**src/rtl/sdm_adc_frame_receiver_if.sv**
```systemverilog
// ============================================================================
// Module      : sdm_adc_frame_receiver_if
// Description : 64-bit AXI-stream link word channel into the frame receiver.
// Revision    : 1.0 - initial release
// ============================================================================
`default_nettype none

interface sdm_adc_frame_receiver_if;
  logic [63:0] S_AXI_RX_TDATA;
  logic        S_AXI_RX_TVALID;
  logic        S_AXI_RX_TLAST;
  logic        S_AXI_RX_TREADY;

  modport master (
    output S_AXI_RX_TDATA,
    output S_AXI_RX_TVALID,
    output S_AXI_RX_TLAST,
    input  S_AXI_RX_TREADY
  );

  modport slave (
    input  S_AXI_RX_TDATA,
    input  S_AXI_RX_TVALID,
    input  S_AXI_RX_TLAST,
    output S_AXI_RX_TREADY
  );
endinterface

`default_nettype wire

```
**src/rtl/sdm_adc_frame_receiver.sv**
```systemverilog
// ============================================================================
// Module      : sdm_adc_frame_receiver
// Description : Reassembles 512-bit frames from 8 link words, checks framing
//               and the 2-bit sequence tag, unpacks ADC and SDM samples.
// Revision    : 1.0 - initial release
// ============================================================================
`default_nettype none

module sdm_adc_frame_receiver #(
  parameter int NCH_ADC       = 20,
  parameter int NCH_SDM       = 19,
  parameter int SDM_PER_FRAME = 5
) (
  input  wire logic                   CLK,
  input  wire logic                   RESET,
  sdm_adc_frame_receiver_if.slave     s_axi_rx,
  output logic [511:0]                DOUT,
  output logic                        DOUT_VALID,
  output logic [NCH_ADC*16-1:0]       ADC_Q,
  output logic                        ADC_Q_VALID,
  output logic [NCH_SDM*2-1:0]        SDM_Q,
  output logic                        SDM_Q_VALID,
  output logic [15:0]                 FRAME_ERR_CNT,
  output logic [15:0]                 SEQ_ERR_CNT
);

  localparam int A_W   = NCH_ADC * 16;
  localparam int S_W   = NCH_SDM * 2;
  localparam int SH_W  = SDM_PER_FRAME * S_W;
  localparam int CNT_W = $clog2(SDM_PER_FRAME + 1);

  if (A_W + SH_W > 510) begin : g_param_check
    $error("sdm_adc_frame_receiver: ADC + SDM fields overlap the sequence tag");
  end

  typedef enum logic [0:0] {
    ST_COLLECT = 1'b0,
    ST_RESYNC  = 1'b1
  } state_t;

  state_t             state_q, state_d;
  logic [2:0]         idx_q, idx_d;
  logic [447:0]       buf_q, buf_d;
  logic               tready_q, tready_d;
  logic [511:0]       dout_q, dout_d;
  logic               dout_valid_q, dout_valid_d;
  logic [A_W-1:0]     adc_q, adc_d;
  logic               adc_valid_q, adc_valid_d;
  logic [S_W-1:0]     sdm_q, sdm_d;
  logic               sdm_valid_q, sdm_valid_d;
  logic [SH_W-1:0]    shadow_q, shadow_d;
  logic [CNT_W-1:0]   left_q, left_d;
  logic [15:0]        ferr_q, ferr_d;
  logic [15:0]        serr_q, serr_d;
  logic               armed_q, armed_d;
  logic [1:0]         exp_q, exp_d;

  logic               accept;
  logic [511:0]       frame;
  logic [1:0]         tag;
  logic               frame_done;
  logic               frame_bad;

  assign accept = s_axi_rx.S_AXI_RX_TVALID & tready_q;
  assign frame  = {s_axi_rx.S_AXI_RX_TDATA, buf_q};
  assign tag    = s_axi_rx.S_AXI_RX_TDATA[63:62];

  always_comb begin
    state_d      = state_q;
    idx_d        = idx_q;
    buf_d        = buf_q;
    tready_d     = 1'b1;
    dout_d       = dout_q;
    dout_valid_d = 1'b0;
    adc_d        = adc_q;
    adc_valid_d  = 1'b0;
    sdm_d        = sdm_q;
    sdm_valid_d  = 1'b0;
    shadow_d     = shadow_q;
    left_d       = left_q;
    ferr_d       = ferr_q;
    serr_d       = serr_q;
    armed_d      = armed_q;
    exp_d        = exp_q;
    frame_done   = 1'b0;
    frame_bad    = 1'b0;

    if (accept) begin
      case (state_q)
        ST_COLLECT: begin
          if (idx_q == 3'd7) begin
            idx_d = 3'd0;
            if (s_axi_rx.S_AXI_RX_TLAST) begin
              frame_done = 1'b1;
            end else begin
              frame_bad = 1'b1;
              state_d   = ST_RESYNC;
            end
          end else if (s_axi_rx.S_AXI_RX_TLAST) begin
            idx_d     = 3'd0;
            frame_bad = 1'b1;
          end else begin
            buf_d[64*idx_q +: 64] = s_axi_rx.S_AXI_RX_TDATA;
            idx_d                 = idx_q + 3'd1;
          end
        end
        ST_RESYNC: begin
          // Discard everything up to and including the next TLAST word.
          if (s_axi_rx.S_AXI_RX_TLAST) begin
            state_d = ST_COLLECT;
            idx_d   = 3'd0;
          end
        end
        default: state_d = ST_COLLECT;
      endcase
    end

    if (frame_done) begin
      dout_d       = frame;
      dout_valid_d = 1'b1;
      adc_d        = frame[A_W-1:0];
      adc_valid_d  = 1'b1;
      sdm_d        = frame[A_W +: S_W];
      sdm_valid_d  = 1'b1;
      shadow_d     = frame[A_W +: SH_W] >> S_W;
      left_d       = CNT_W'(SDM_PER_FRAME - 1);
      armed_d      = 1'b1;
      exp_d        = tag + 2'd1;
      if (armed_q && (tag != exp_q) && (serr_q != 16'hFFFF)) begin
        serr_d = serr_q + 16'd1;
      end
    end else if (left_q != '0) begin
      sdm_d       = shadow_q[S_W-1:0];
      sdm_valid_d = 1'b1;
      shadow_d    = shadow_q >> S_W;
      left_d      = left_q - CNT_W'(1);
    end

    if (frame_bad) begin
      armed_d = 1'b0;
      if (ferr_q != 16'hFFFF) begin
        ferr_d = ferr_q + 16'd1;
      end
    end
  end

  always_ff @(posedge CLK) begin
    if (RESET) begin
      state_q      <= ST_COLLECT;
      idx_q        <= 3'd0;
      buf_q        <= '0;
      tready_q     <= 1'b0;
      dout_q       <= '0;
      dout_valid_q <= 1'b0;
      adc_q        <= '0;
      adc_valid_q  <= 1'b0;
      sdm_q        <= '0;
      sdm_valid_q  <= 1'b0;
      shadow_q     <= '0;
      left_q       <= '0;
      ferr_q       <= 16'd0;
      serr_q       <= 16'd0;
      armed_q      <= 1'b0;
      exp_q        <= 2'd0;
    end else begin
      state_q      <= state_d;
      idx_q        <= idx_d;
      buf_q        <= buf_d;
      tready_q     <= tready_d;
      dout_q       <= dout_d;
      dout_valid_q <= dout_valid_d;
      adc_q        <= adc_d;
      adc_valid_q  <= adc_valid_d;
      sdm_q        <= sdm_d;
      sdm_valid_q  <= sdm_valid_d;
      shadow_q     <= shadow_d;
      left_q       <= left_d;
      ferr_q       <= ferr_d;
      serr_q       <= serr_d;
      armed_q      <= armed_d;
      exp_q        <= exp_d;
    end
  end

  assign s_axi_rx.S_AXI_RX_TREADY = tready_q;
  assign DOUT          = dout_q;
  assign DOUT_VALID    = dout_valid_q;
  assign ADC_Q         = adc_q;
  assign ADC_Q_VALID   = adc_valid_q;
  assign SDM_Q         = sdm_q;
  assign SDM_Q_VALID   = sdm_valid_q;
  assign FRAME_ERR_CNT = ferr_q;
  assign SEQ_ERR_CNT   = serr_q;

endmodule

`default_nettype wire
```
**src/flat_wrapper.sv**
```systemverilog
// flat-port wrapper written by rule: the top's interface ports become plain ports
module sdm_adc_frame_receiver_flat 
#(
  parameter int NCH_ADC       = 20,
  parameter int NCH_SDM       = 19,
  parameter int SDM_PER_FRAME = 5
)
  (CLK, RESET, DOUT, DOUT_VALID, ADC_Q, ADC_Q_VALID, SDM_Q, SDM_Q_VALID, FRAME_ERR_CNT, SEQ_ERR_CNT, s_axi_rx_S_AXI_RX_TDATA, s_axi_rx_S_AXI_RX_TVALID, s_axi_rx_S_AXI_RX_TLAST, s_axi_rx_S_AXI_RX_TREADY);
  sdm_adc_frame_receiver_if s_axi_rx_i ();
  input  wire logic CLK;
  input  wire logic RESET;
  output logic [511:0] DOUT;
  output logic DOUT_VALID;
  output logic [NCH_ADC*16-1:0] ADC_Q;
  output logic ADC_Q_VALID;
  output logic [NCH_SDM*2-1:0] SDM_Q;
  output logic SDM_Q_VALID;
  output logic [15:0] FRAME_ERR_CNT;
  output logic [15:0] SEQ_ERR_CNT;
  input wire logic [$bits(s_axi_rx_i.S_AXI_RX_TDATA)-1:0] s_axi_rx_S_AXI_RX_TDATA;
  input wire logic [$bits(s_axi_rx_i.S_AXI_RX_TVALID)-1:0] s_axi_rx_S_AXI_RX_TVALID;
  input wire logic [$bits(s_axi_rx_i.S_AXI_RX_TLAST)-1:0] s_axi_rx_S_AXI_RX_TLAST;
  output wire logic [$bits(s_axi_rx_i.S_AXI_RX_TREADY)-1:0] s_axi_rx_S_AXI_RX_TREADY;
  assign s_axi_rx_i.S_AXI_RX_TDATA = s_axi_rx_S_AXI_RX_TDATA;
  assign s_axi_rx_i.S_AXI_RX_TVALID = s_axi_rx_S_AXI_RX_TVALID;
  assign s_axi_rx_i.S_AXI_RX_TLAST = s_axi_rx_S_AXI_RX_TLAST;
  assign s_axi_rx_S_AXI_RX_TREADY = s_axi_rx_i.S_AXI_RX_TREADY;
  sdm_adc_frame_receiver #(.NCH_ADC(NCH_ADC), .NCH_SDM(NCH_SDM), .SDM_PER_FRAME(SDM_PER_FRAME)) u_core (.CLK(CLK), .RESET(RESET), .s_axi_rx(s_axi_rx_i), .DOUT(DOUT), .DOUT_VALID(DOUT_VALID), .ADC_Q(ADC_Q), .ADC_Q_VALID(ADC_Q_VALID), .SDM_Q(SDM_Q), .SDM_Q_VALID(SDM_Q_VALID), .FRAME_ERR_CNT(FRAME_ERR_CNT), .SEQ_ERR_CNT(SEQ_ERR_CNT));
endmodule
```
**config.mk**
```make
export PLATFORM = sky130hd
export DESIGN_NAME = sdm_adc_frame_receiver_flat
export DESIGN_NICKNAME = d
export VERILOG_FILES = /design/src/rtl/sdm_adc_frame_receiver_if.sv /design/src/rtl/sdm_adc_frame_receiver.sv /design/src/flat_wrapper.sv
export SDC_FILE = /design/constraint.sdc
export NUM_CORES = 2
export LEC_CHECK = 0
export CORE_AREA = 2 2 377 379
export CTS_CLUSTER_DIAMETER = 50
export CTS_CLUSTER_SIZE = 28
export DETAILED_ROUTE_END_ITERATION = 10
export DIE_AREA = 0 0 379 381
export GPL_ROUTABILITY_DRIVEN = 0
export SETUP_SLACK_MARGIN = 0.02
export SYNTH_ARGS = -nofsm -noshare
export SYNTH_HDL_FRONTEND = slang
export SYNTH_SLANG_ARGS = --single-unit
```
**constraint.sdc**
```tcl
create_clock -name CLK -period 2.75 [get_ports CLK]
set_input_delay 0.55 -clock CLK [delete_from_list [all_inputs] [get_ports CLK]]
set_output_delay 0.55 -clock CLK [all_outputs]
set_load 0.01 [all_outputs]
```
==> metrics.cfg <==
[setup_path]
crit_fanout = 9
r2r-start = u_core.idx_q[0]
worst-path-buf-inv = 1
crit_path_cell_trace = clkdlybuf4s50_1
critPathKind = reg2out
path_delay_family = buffers and inverters
reg2reg_slack_ns = 0.23
arrival_ns = 2.03
crit_path_end_kind = primary output
cp-start-kind = flop
critPathMaxStageDelay_ns = 0.76
cp.required_ns = 2.20
crit_start = u_core.s_axi_rx.S_AXI_RX_TREADY
slowest_stage = clkdlybuf4s50_1

[synthesis]
yosys_register_bits = 1195
synth_edf_count = 0
async_flop_share = 0
synth_cells = 5370
syn_area_per_cell_sq_um = 8.575
synth.yosys.seq_area_share = 0.5195
syn-cell-area_sq_um = 46050
synth.net_count = 5450
ys_types = 60
yosysWarnings = 0
synth-main-ff-cell = dfxtp_1

[floorplan]
chipHeight_um = 381
die_w_um = 379
die_area_sq_um = 144400
io_pins = 974
core_area_sq_um = 140600
num_rows = 138
initial_core_util = 0.3276

[layout]
syn_to_final_growth_pct = 30.55
drive_above_1_share = 0.1032
nets = 5945
nFillCells = 13800
design_area_sq_um = 60110

[global_route]
grt_pass1_wl_um = 275200
grt_pass1_vias = 36770
gr-total-overflow = 0
grt_max_degree = 175
antenna_found_initial = 25
grt_use_total = 0.2651

[sta]
rsz0062_at_grt = false
max_freq_mhz = 386.9
post-route-period-util = 0.9399
drv_slew = 0
tightest_slew_ns = 0.9983
slew_headroom = 0.3344
min_period_ns = 2.585
fin_ws_ns = 0.1652
finalHoldViolations = 0
setup_viol_count_final = 0
clock_skew_ns = 0.05277

[job]
maxCapViolCount = 0

[place]
place_ws_ns = -0.2756
portBuffers = 973
hpwl_um = 134300
placed_area_sq_um = 55950

[power]
cellPowerDensity_nw_per_um2 = 620.6
cellInternalPower_mw = 27.07
seqPwrFrac = 0.466
ir_drop_v = 0.0005142
p_leak_nw = 21.47
clockPowerShare = 0.458
fin_total_pwr_mw = 37.31
combPwrFrac = 0.076
p_switching_mw = 10.24
swShare = 0.2743

[outcome]
status = finished, final reports clean

[clocking]
cts.clk_slew.worst_paths_ns = 0.07
tritoncts = built
htree_num_levels = 3
clk_path_buf_depth = 3
cts_resized = 0
post_cts_buffers = 0
postCtsHoldBufs = 0
cts-root-buf = clkbuf_16
worstSkewPairLatency_ns = 0.76
clkSinkCount = 1195
cts_made_buffers = 117

[route]
ant_nets = 0
drt-wirelength-per-cell_um = 25.54
vias = 40590
dr.max_layer_used = met5
met1_length_um = 84440
first_pass_iters = 5
first_iter_violations = 4681
wl_met2_um = 90990
drt-total-wl_um = 200900
dr_wl_met3_um = 18580
route.detailed.drc = 0
routed_via_density = 5.160

[hold_path]
hold_class = in2reg
hold_start = RESET

-- path summary, 6_finish.rpt --
| check | depth (start not counted) | to |
|---|---|---|
| setup / recovery | 1 | s_axi_rx_S_AXI_RX_TREADY |
| hold reg to reg | 2 | u_core.ADC_Q[313] |
| hold / removal | 2 | u_core.idx_q[2] |
| setup reg to reg | 9 | u_core.buf_q[5] |
-- layout make-up --
type,instances,area [sq um],area share
Clock inverter,91,1062,0.01767
Timing Repair Buffer,1152,11820,0.1966
Sequential cell,1195,23920,0.3980
Tap cell,1890,2365,0.03934
Antenna cell,8,20.02,0.0003330
Inverter,14,60.06,0.0009991
Multi-Input combinational cell,3385,17780,0.2959
Clock buffer,131,3082,0.05127
-- routing by layer --
layer | track usage | up-vias
li1 | - | 18590
met1 | 0.3617 | 19780
met2 | 0.4127 | 1959
met3 | 0.05196 | 254
met4 | 0.09781 | 2
met5 | 0 | -
-- synthesized netlist by cell type (all sizes together), types with 13 or more instances --
cell       n  area (sq um)
mux2     157          1768
nand2   1639          6152
nor4      13         123.9
o31ai     19         142.6
buf      461          3228
inv       14         52.55
dfxtp   1195         23920
o21ai    135         675.6
nand3    213          1066
or4       20         150.1
mux2i    161          1612
nor2      20         75.07
clkbuf   315          1186
a22o     133          1165
a21oi    788          3944
-- registers in the layout, summed over array words and instances (netlist names) --
signal and count:
u_core.SEQ_ERR_CNT 16, u_core.buf_q 448, u_core.ADC_Q 319, u_core.DOUT_VALID 1, u_core.shadow_q 152, u_core.DOUT 193, u_core.state_q 1, u_core.FRAME_ERR_CNT 16
u_core.idx_q 3, u_core.exp_q 2, u_core.s_axi_rx.S_AXI_RX_TREADY 1, u_core.SDM_Q 38, u_core.SDM_Q_VALID 1, u_core.left_q 3, u_core.armed_q 1
-- cells by family after synthesis --
| kind of cell | after synthesis | share of synthesized area |
|---|---|---|
| simple gates | 1961 | 0.1741 |
| xor+xnor | 4 | 0.0007610 |
| buf+inv | 790 | 0.09701 |
| flops | 1195 | 0.5195 |
| fa+ha+maj | 12 | 0.003261 |
| mux | 318 | 0.07339 |
| compound gates | 1090 | 0.1320 |
-- placed cells by master (no fill, tap or decap), types with 14 or more instances in the layout --
cell type	netlist	final
nand2_1	1639	1639
dfxtp_1	1195	1195
clkdlybuf4s50_1	0	945
a21oi_1	788	788
nand3_1	213	210
mux2i_1	161	161
mux2_2	157	157
o21ai_0	134	134
a22o_1	133	133
clkbuf_16	0	118
buf_4	344	110
buf_12	0	69
buf_2	75	26
inv_8	0	20
o31ai_1	19	19
or4_1	20	19
inv_6	0	18
nor2_1	20	17
clkinv_4	0	14
-- stage by stage --
step	TNS, ns	hold slack [ns]	util	cells
final	0	0.1667	0.4277	7866
after global routing	0	0.1502	0.4276	7860
after CTS	0	0.1083	0.4276	7858
after detailed placement	-100.23	0.4400	0.3981	7636
after global placement	-92.57	0.4357	0.3981	7636
after floorplan	0	0.4284	-	5370
-- power groups by stage --
stage          clock (mW)  sequential, mW  combinational [mW]
6_report             17.1            17.4                2.85
3_5_place_dp            0            17.8                2.82
3_3_place_gp            0            17.8                2.80
5_1_grt              18.0            17.4                2.91
4_1_cts              17.3            17.4                2.82
2_1_floorplan           0            17.8                1.51
No activity file was read; power rests on OpenSTA's default activity.
